==> config.mk <==
export PLATFORM = sky130hd
export DESIGN_NAME = bp_lce_stall_governor
export DESIGN_NICKNAME = d
export VERILOG_FILES = /design/src/rtl/bp_lce_stall_governor.sv
export SDC_FILE = /design/constraint.sdc
export NUM_CORES = 1
export LEC_CHECK = 0
export CAP_MARGIN = 25
export CORE_MARGIN = 2
export CORE_UTILIZATION = 50
export CTS_CLUSTER_DIAMETER = 150
export DETAILED_ROUTE_END_ITERATION = 10
export GPL_TIMING_DRIVEN = 0
export PLACE_DENSITY = 0.79
export SETUP_SLACK_MARGIN = 0.05
export SLEW_MARGIN = 20
export SYNTH_ARGS = -nofsm -noshare
export SYNTH_HDL_FRONTEND = slang
export SYNTH_SLANG_ARGS = --single-unit
export TNS_END_PERCENT = 20
==> constraint.sdc <==
create_clock -name clk_i -period 3.5 [get_ports clk_i]
set_input_delay 0.35 -clock clk_i [delete_from_list [all_inputs] [get_ports clk_i]]
set_output_delay 0.35 -clock clk_i [all_outputs]
set_load 0.05 [all_outputs]
==> src/rtl/bp_lce_stall_governor.sv <==
// LCE starvation governor: per-port starvation counters, a busy-hold window FSM,
// the outstanding-transaction credit counter and the final cache_req busy output.
module bp_lce_stall_governor #(
    parameter int unsigned num_ports_p         = 3,
    parameter int unsigned timeout_max_limit_p = 4,
    parameter int unsigned hold_cycles_p       = 2,
    parameter int unsigned credits_p           = 8,
    parameter int unsigned event_width_p       = 16,
    localparam int unsigned lg_limit_lp  = $clog2(timeout_max_limit_p + 1),
    localparam int unsigned lg_credit_lp = $clog2(credits_p + 1)
) (
    input  logic                     clk_i,
    input  logic                     reset_n_i,
    input  logic [lg_limit_lp-1:0]   timeout_limit_i,
    input  logic [num_ports_p-1:0]   pkt_v_i,
    input  logic [num_ports_p-1:0]   pkt_yumi_i,
    input  logic                     credit_inc_i,
    input  logic                     credit_dec_i,
    input  logic                     cmd_ready_i,
    input  logic                     req_ready_i,
    output logic                     busy_o,
    output logic                     timeout_o,
    output logic [num_ports_p-1:0]   starved_o,
    output logic                     credits_full_o,
    output logic                     credits_empty_o,
    output logic [lg_credit_lp-1:0]  credit_count_o,
    output logic [event_width_p-1:0] timeout_events_o,
    output logic                     err_o
);

    localparam int unsigned hold_width_lp = (hold_cycles_p > 1) ? $clog2(hold_cycles_p) : 1;
    localparam logic [hold_width_lp-1:0] hold_load_lp = hold_width_lp'(hold_cycles_p - 1);
    localparam logic [lg_credit_lp-1:0]  credits_max_lp = lg_credit_lp'(credits_p);

    typedef enum logic [1:0] {e_idle, e_hold, e_drain} state_e;

    state_e                                 state_q, state_d;
    logic [hold_width_lp-1:0]               hold_q, hold_d;
    logic [num_ports_p-1:0][lg_limit_lp-1:0] cnt_q, cnt_d;
    logic [lg_credit_lp-1:0]                credit_q, credit_d;
    logic [event_width_p-1:0]               events_q, events_d;
    logic                                   err_q, err_d;
    logic [num_ports_p-1:0]                 blocked;
    logic                                   trigger;

    assign blocked = pkt_v_i & ~pkt_yumi_i;

    // >= rather than == so a limit lowered below a live count still flags starvation.
    always_comb begin
        cnt_d     = '0;
        starved_o = '0;
        for (int i = 0; i < num_ports_p; i++) begin
            starved_o[i] = (cnt_q[i] >= timeout_limit_i) && (timeout_limit_i != '0);
            if (blocked[i]) begin
                cnt_d[i] = (cnt_q[i] >= timeout_limit_i) ? timeout_limit_i
                                                         : cnt_q[i] + lg_limit_lp'(1);
            end
        end
    end

    assign trigger = |starved_o;

    always_comb begin
        state_d  = state_q;
        hold_d   = hold_q;
        events_d = events_q;
        unique case (state_q)
            e_idle: begin
                if (trigger) begin
                    state_d = e_hold;
                    hold_d  = hold_load_lp;
                    if (events_q != '1) events_d = events_q + event_width_p'(1);
                end
            end
            e_hold: begin
                if (hold_q == '0) begin
                    state_d = (|blocked) ? e_drain : e_idle;
                end else begin
                    hold_d = hold_q - hold_width_lp'(1);
                end
            end
            e_drain: begin
                if (blocked == '0) state_d = e_idle;
            end
            default: state_d = e_idle;
        endcase
    end

    assign credits_full_o  = (credit_q == credits_max_lp);
    assign credits_empty_o = (credit_q == '0);

    always_comb begin
        credit_d = credit_q;
        err_d    = err_q;
        if (credit_inc_i && !credit_dec_i) begin
            if (credits_full_o) err_d = 1'b1;
            else credit_d = credit_q + lg_credit_lp'(1);
        end else if (credit_dec_i && !credit_inc_i) begin
            if (credits_empty_o) err_d = 1'b1;
            else credit_d = credit_q - lg_credit_lp'(1);
        end
    end

    always_ff @(posedge clk_i or negedge reset_n_i) begin
        if (!reset_n_i) begin
            state_q  <= e_idle;
            hold_q   <= '0;
            cnt_q    <= '0;
            credit_q <= '0;
            events_q <= '0;
            err_q    <= 1'b0;
        end else begin
            state_q  <= state_d;
            hold_q   <= hold_d;
            cnt_q    <= cnt_d;
            credit_q <= credit_d;
            events_q <= events_d;
            err_q    <= err_d;
        end
    end

    // Trigger feeds busy directly so the hold takes effect in the trigger cycle.
    assign timeout_o        = trigger || (state_q != e_idle);
    assign busy_o           = credits_full_o | timeout_o | ~cmd_ready_i | ~req_ready_i;
    assign credit_count_o   = credit_q;
    assign timeout_events_o = events_q;
    assign err_o            = err_q;

endmodule

After elaboration in Yosys (flattened, before gate mapping) --
Cells that the tools add are included.
Storage, ports and cells: flip-flop bits (word level) 33, output and inout bits 28, word-level logic and storage cells 80, input port bits 15
Cells by class: reductions and logical operators 23, add/subtract/negate cells 7, equality and inequality tests 10, bitwise gates (word level) 7, $lt $le $gt $ge 3, multiplexer cells 22
Operators with widths (count):
- $mux W3 | 6
- $add A16 B1 Y16 const B | 1
- $mux W4 | 4
- $ne A16 B16 Y1 const B | 1
- $reduce_and A3 Y1 | 4
- $ne A2 B2 Y1 const B | 5
- $add A3 B1 Y3 const B | 3
- $ge A3 B3 Y1 | 3
- $mux W2 | 4
- $reduce_bool A2 Y1 | 4
- $mux W1 | 6
- $pmux W2 S3 | 1
- $reduce_or A3 Y1 | 2
- $logic_and A1 B1 Y1 | 5
- $add A4 B1 Y4 const B | 1
- $eq A4 B4 Y1 const B | 1
- $logic_not A4 Y1 | 1
- $sub A4 B1 Y4 const B | 1
- $and A3 B3 Y3 | 1
- $logic_not A3 Y1 | 1
- $not A3 Y3 | 1
- $or A1 B1 Y1 | 3
- $reduce_bool A3 Y1 | 1
- $eq A2 B1 Y1 const B | 1
- 9 further kinds | 11

Depth between registers and ports, before layout --
Gate-level depths: netlist (run 1).
word-level depth 7, mapped depth 9, mapped depth without buffers 9

Worst setup path before layout (run 1) --
Ideal clock, no wire load.
path type reg-to-output, from register credit_q[0] (netlist: credit_count_o[0]), to output credits_empty_o, setup slack 925 ps, cell stages (with the launch flop) 2, arrival 2225 ps, required time 3150 ps, buffers on the path 0, path through dfrtp_1 -> nor4_1
On the way: longest elaborated chain between the ends 1
RTL lines:
- start: declaration | RTL line 40 | logic [lg_credit_lp-1:0] credit_q, credit_d;
- start signal: assignment | RTL line 116 | credit_q <= credit_d;
- $logic_not A4 Y1 | RTL line 90 | assign credits_empty_o = (credit_q == '0);
- end: declaration | RTL line 25 | output logic credits_empty_o,
No other way between the ends.

Worst setup path in the final report (run 1) --
from input timeout_limit_i[2], to output timeout_o
On the way: longest elaborated chain between the ends 4, elaborated cells between the ends (all ways) 9, classes of those cells order compare: 3; reduce/logical: 6
RTL lines:
- start: declaration | RTL line 14 | input logic [lg_limit_lp-1:0] timeout_limit_i,
- $ge A3 B3 Y1 / $reduce_bool A3 Y1 (equally long branches) | RTL line 53 | starved_o[i] = (cnt_q[i] >= timeout_limit_i) && (timeout_limit_i != '0);
- $logic_and A1 B1 Y1 | RTL line 53
- $reduce_or A3 Y1 * | RTL line 61 | assign trigger = |starved_o;
- $logic_or A1 B1 Y1 * | RTL line 123 | assign timeout_o = trigger || (state_q != e_idle);
- end: declaration | RTL line 22 | output logic timeout_o,
Every way passes the cells marked *; elsewhere a longest branch is shown, timed or not.

==> results.ini, run 1 <==
[floorplan]
start_util_pct = 51.0
dieArea_um2 = 4550
rows = 23
die_height_um = 67.4
die-width_um = 67.4
pin_count = 43
coreArea_um2 = 3940

[clock_network]
clk_latency_ns = 0.28
h-tree-depth = 2
postCtsSetupRepairBufs = 0
clock_path_buffers = 2
cts.sinks = 33
cts_buffers = 5
root_buffer = clkbuf_8
clkTransAtPathRegs_ns = 0.06
cts_tree = done
cts_hold_buf = 0

[routing]
drtIter0Drc = 114
routed-via-count = 1627
drc_errors = 0
wl_um = 3940
viasPerCell = 5.35
ant_nets = 0
dr.pass1.iters = 4
wl_per_cell_um = 13.0

[timing]
min_period_ns = 3.31
clock.fmax_ghz = 0.302
hold_slack_ns = 0.0126
setup_viol = 0
skew_ns = 0.00513
hold_viol_final = 0
drv_slew = 0
setup_tns_ns = 0
finalCritPeriodShare_pct = 94.6
max-slew-margin-rel_pct = 42.5
worstMarginPinSlew_ns = 0.858
rsz0062_at_grt = true

[global_routing]
grt_pass1_wl_um = 6750
grt_use_total_pct = 19.8
grt_max_degree = 34
overflow = 0
grt_pass1_vias = 1493
antenna_found_initial = 0

[logic_synthesis]
ys_ff_latch = 33
ys_async_sr_fraction_pct = 100
ys_warn_count = 0
synth_top_cells_by_area = dfrtp_1 41%, ha_1 10%, xnor2_1 6.1%, nor2_1 4.1%, xor2_1 3.5%
yosysSeqAreaShare_pct = 41.0
synth_edf_count = 0
synth.avg_cell_area_um2 = 9.91
syn_nets = 235
synth_ff_type = dfrtp_1
ys_types = 40
syn_area_um2 = 2010
netlist_instances = 203
synth_top_cell_by_area = dfrtp_1
synth_top_cell_area_share_pct = 41.0

[pwr]
peakVddDrop_v = 0.000602
power.density_nw_per_um2 = 677
p_leak_nw = 1.15

[final_layout]
fin_cells = 304
drive_above_1_share_pct = 8.66
finalNetCount = 285
areaGrowthSynthToFinish_pct = 28.9
diodes = 0
final_area_um2 = 2590
fin_util_pct = 65.8

[worst_setup_path]
path_cells = clkdlybuf4s50_1, inv_1, ha_1, a21o_1, a31oi_4, o2111ai_1, clkbuf_2, nand2_1, nand2_1, dlygate4sd2_1
worst-path-max-fanout = 10
path_class = in2out
r2r-start = cnt_q[2]$_DFF_PN0_
timing.rr.end = timeout_events_o[1]$_DFFE_PN0P_
max_stage_delay_ns = 0.56
cp_slowest_cell = clkdlybuf4s50_1
critPathLaunchType = primary input
worstPathArrival_ns = 2.96
crit_required_ns = 3.15
end_kind = output pin
rrSetupSlack_ns = 1.40
path_common_cell = nand2_1
path_delay_family = buffers and inverters
r2r_cells = 6
crit_start = timeout_limit_i[2]
critPathBufInv = 4

[place]
hpwl_um = 2920
gp_congestion = 0.841
place.port_buffers = 42
dpl_cell_area_um2 = 2510
dpl.cell_count = 296

[flow_run]
cap_viol_max_count = 0

[worst_hold_path]
min_path_type = in2async

[status]
status = finished, final reports clean

==> layout make-up <==
class / count / area [um2]
plain buffers: 2 / 8.76
clock buffers: 8 / 80.1
fillers: 332 / 1350
inverters: 12 / 45.0
multi-input cells: 156 / 1140
flip-flops and latches: 33 / 826
well taps: 50 / 62.6
repair buffers: 43 / 429
==> what timing repair did <==
item / CTS / global route
endpoints found under the setup margin: 2 / 2
resized for setup: 3 / 4
endpoints found under the hold margin: 0 / 0
==> metrics by stage <==
stage	worst slack, ns	total power (W)
after global placement	-0.250	0.00148
final	0.189	0.00176
after CTS	0.0879	0.00178
after detailed placement	-0.281	0.00150
after global routing	0.0477	0.00187
after floorplan	0.925	0.00122
==> synth_stat cells (2+ instances only) <==
| master | count |
|---|---|
| xnor2_1 | 14 |
| dfrtp_1 | 33 |
| ha_1 | 16 |
| xor2_1 | 8 |
| nor4_2 | 3 |
| nor2_1 | 22 |
| o21a_1 | 3 |
| nand2_1 | 16 |
| a21oi_1 | 11 |
| nand4_1 | 9 |
| nand2b_1 | 6 |
| and3_1 | 4 |
| a211oi_1 | 4 |
| nor3_1 | 7 |
| mux2i_1 | 3 |
| clkbuf_1 | 2 |
| nand3_1 | 7 |
| a21o_1 | 2 |
| inv_1 | 12 |
==> cell usage in the layout (no fill, tap or decap), types with 2 or more instances in the layout <==
cell and instances:
clkbuf_1 4, nand4_1 9, inv_1 12, xor2_1 8
nand2b_1 6, a21oi_1 11, ha_1 16, clkbuf_8 5
nor2_1 22, and3_1 4, o21a_1 3, a21o_1 2
clkbuf_2 2, nor4_2 3, nand3_1 7, clkdlybuf4s50_1 39
nand2_1 16, a211oi_1 4, xnor2_1 14, nor3_1 7
mux2i_1 3, dfrtp_1 33
==> worst max path at each step <==
stage,to,cells past startpoint
5_1_grt,timeout_o,10
3_3_place_gp,busy_o,10
3_5_place_dp,busy_o,10
4_1_cts,busy_o,10
6_report,timeout_o,10
2_1_floorplan,credits_empty_o,1
==> metal layers <==
layer | routed length [um] | up-vias | global-route usage [%]
li1 | - | 814 | -
met1 | 1830 | 773 | 26.8
met2 | 1910 | 35 | 31.3
met3 | 156 | 5 | 5.00
met4 | 42 | 0 | 6.12
met5 | 0 | - | 0
==> sequential cells by signal, indices dropped and copies added, names as in the netlist <==
signal,flops
timeout_events_o,16
cnt_q,9
credit_count_o,4
state_q,2
err_o,1
hold_q,1
==> power by group <==
part | switching, W | internal, W
Sequential | 0.000133 | 0.000475
Clock | 0.000128 | 0.000141
Combinational | 0.000544 | 0.000336
Total | 0.000805 | 0.000952
==> kinds of logic after synthesis <==
group                    synth area share, %
AO/OA/AOI/OAI                           8.71
XOR/XNOR                                9.58
adder cells (fa/ha/maj)                 10.9
buffers and inverters                   2.61
flip-flops                              41.0
multiplexers                            2.05
AND/OR/NAND/NOR                         25.1
No activity file was read; power rests on OpenSTA's default activity.
==> run 2, diff against run 1 <==
--- a/config.mk
+++ b/config.mk
@@ -8,7 +8,7 @@
 export CAP_MARGIN = 25
 export CORE_MARGIN = 2
 export CORE_UTILIZATION = 50
-export CTS_CLUSTER_DIAMETER = 150
+export CTS_CLUSTER_DIAMETER = 100
 export DETAILED_ROUTE_END_ITERATION = 10
 export GPL_TIMING_DRIVEN = 0
 export PLACE_DENSITY = 0.79
==> results of run 2 <==
Final layout, timing and power as in run 1 (identical DEF).
==> run 3, diff against run 2 <==
--- a/config.mk
+++ b/config.mk
@@ -6,6 +6,7 @@
 export NUM_CORES = 1
 export LEC_CHECK = 0
 export CAP_MARGIN = 25
+export CORE_ASPECT_RATIO = 0.7
 export CORE_MARGIN = 2
 export CORE_UTILIZATION = 50
 export CTS_CLUSTER_DIAMETER = 100
==> run 3 against run 2 <==
  * Combinational power up 1%
  * Highest routed layer unchanged
  * Critical endpoint unchanged
  * Worst hold slack improved by 0.37 ns
  * Final area is 0.58% higher
  * Largest cell class unchanged
==> results.ini, run 3 (synthesis results as in run 1) <==
[status]
status = finished, final reports clean

[final_layout]
layout_common_cells = 39 x clkdlybuf4s50_1, 33 x dfrtp_1, 22 x nor2_1
largest_reg_flops = 16  ; unchanged
areaGrowthSynthToFinish_pct = 29.7
drive_above_1_share_pct = 9.41  ; +0.75 points
fin_util_pct = 66.9  ; +1.1 points
fillers = 333  ; +0.30%
diodes = 0  ; unchanged
layout_commonest_cell = clkdlybuf4s50_1
finalNetCount = 286  ; +0.35%

[clock_network]
cts_tree = done
clk_latency_ns = 0.30  ; +0.02 ns
cts_buffers = 5  ; unchanged
h-tree-depth = 2  ; unchanged
root_buffer = clkbuf_8
cts.sinks = 33  ; unchanged
clock_path_buffers = 2  ; unchanged
clkTransAtPathRegs_ns = 0.06  ; about the same

[worst_setup_path]
critPathLaunchType = primary input
end_kind = output pin
crit_start = timeout_limit_i[2]
worstPathArrival_ns = 2.97  ; about the same
r2r-start = cnt_q[2]$_DFF_PN0_
worst-path-max-fanout = 10  ; unchanged
crit_required_ns = 3.15  ; about the same
path_class = in2out

[timing]
min_period_ns = 3.32  ; +0.0121 ns
drv_slew = 0  ; unchanged
rsz0062_at_grt = true
finalCritPeriodShare_pct = 94.9  ; +0.35 points
setup_viol = 0  ; unchanged
max-slew-margin-rel_pct = 45.6  ; +3.1 points
setup_tns_ns = 0  ; unchanged
worstMarginPinSlew_ns = 0.811  ; -0.0468 ns
hold_viol_final = 0  ; unchanged
clock.fmax_ghz = 0.301  ; -0.37%
skew_ns = 0.00594  ; +0.000803 ns

[worst_hold_path]
min_path_type = in2async

[routing]
viasPerCell = 5.37  ; +0.42%
dr.pass1.iters = 4  ; unchanged
drc_errors = 0  ; unchanged
wl_per_cell_um = 14.4  ; +11%
routed-via-count = 1650  ; +1.4%
ant_nets = 0  ; unchanged
wl_um = 4440  ; +12%
drtIter0Drc = 75  ; -34%

[global_routing]
grt_max_degree = 33  ; -2.9%
antenna_found_initial = 0  ; unchanged
grt_pass1_vias = 1583  ; +6.0%
grt_use_total_pct = 21.6  ; +1.8 points
grt_pass1_wl_um = 7470  ; +11%
overflow = 0  ; unchanged

[floorplan]
die-width_um = 79.8  ; +18%
pin_count = 43  ; unchanged
dieArea_um2 = 4560  ; +0.18%
die_height_um = 57.1  ; -15%
coreArea_um2 = 3900  ; -1.1%
start_util_pct = 51.6  ; +0.57 points
rows = 19  ; -17%

[pwr]
power.density_nw_per_um2 = 682  ; +0.76%
p_leak_nw = 1.16  ; +0.84%
p_total_w = 0.00178  ; +1.3%
peakVddDrop_v = 0.000507  ; -16%

[place]
place.port_buffers = 42  ; unchanged
hpwl_um = 3320  ; +14%
gp_congestion = 0.820  ; -2.5%

[flow_run]
cap_viol_max_count = 0  ; unchanged

[run 3: cell types whose count changed in the layout (fill, tap and decap cells not counted), sizes merged]
cell         previous run  this run
dlygate4sd3             0         1
clkinv                  0         2
clkbuf                 11         9
[run 3: worst paths after layout]
path / cells after the start / endpoint / slack (ns)
worst max-delay path: 10 / timeout_o / 0.18
worst min register to register: 1 / err_o$_DFFE_PN0P_ / 0.48
max in group asynchronous: 3 / credit_count_o[2]$_DFFE_PN0P_ / 2.77
min in group clk_i: 1 / err_o$_DFFE_PN0P_ / 0.48
worst max register to register: 6 / timeout_events_o[1]$_DFFE_PN0P_ / 1.41
worst min-delay path: 2 / cnt_q[8]$_DFF_PN0_ / 0.38
[run 3: area by class of cell]
| type | count | area (um2) | area share [%] |
|---|---|---|---|
| plain buffers | 2 | 8.76 | 0.336 |
| clock buffers | 6 | 72.6 | 2.78 |
| clock inverters | 2 | 10.0 | 0.384 |
| inverters | 12 | 45.0 | 1.73 |
| multi-input cells | 156 | 1140 | 43.8 |
| flip-flops and latches | 33 | 826 | 31.7 |
| well taps | 52 | 65.1 | 2.49 |
| repair buffers | 44 | 439 | 16.8 |
[run 3: per-layer routing]
metal / global-route usage [%] / up-vias / routed length (um)
li1: - / 813 / -
met1: 30.3 / 780 / 2170
met2: 31.2 / 49 / 1920
met3: 7.91 / 8 / 276
met4: 7.26 / 0 / 77
met5: 0 / - / 0
[run 3: timing repair]
action                     CTS  global route
hold endpoints to repair     1             0
setup endpoints to repair    2             2
gates resized for setup      3             4
hold buffers                 1             0
buffers inserted             0             0
[run 3: report_power, final]
group	internal [W]	switching, W	leakage, nW
sequential	0.000475	0.000136	0.415
clock	0.000138	0.000142	0.0450
combinational	0.000337	0.000552	0.698
[run 3: through the flow]
| step | setup WS, ns | hold WS (ns) | cells | area, um2 |
|---|---|---|---|---|
| 6_report | 0.177 | 0.380 | 307 | 2610 |
| 3_3_place_gp | -0.275 | 0.471 | 297 | 2500 |
| 2_1_floorplan | 0.925 | 0.0544 | 203 | 2010 |
| 3_5_place_dp | -0.279 | 0.151 | 298 | 2510 |
| 4_1_cts | 0.0918 | 0.377 | 307 | 2610 |
| 5_1_grt | -0.0331 | 0.389 | 307 | 2610 |
[run 3: worst max-delay path, cell delays in order]
cell and delay, ns:
clkdlybuf4s50_1 0.58, inv_1 0.14, ha_1 0.37, a21o_1 0.20, a31oi_4 0.26, o2111ai_1 0.22
clkbuf_2 0.25, nand2_1 0.12, nand2_1 0.06, dlygate4sd2_1 0.42
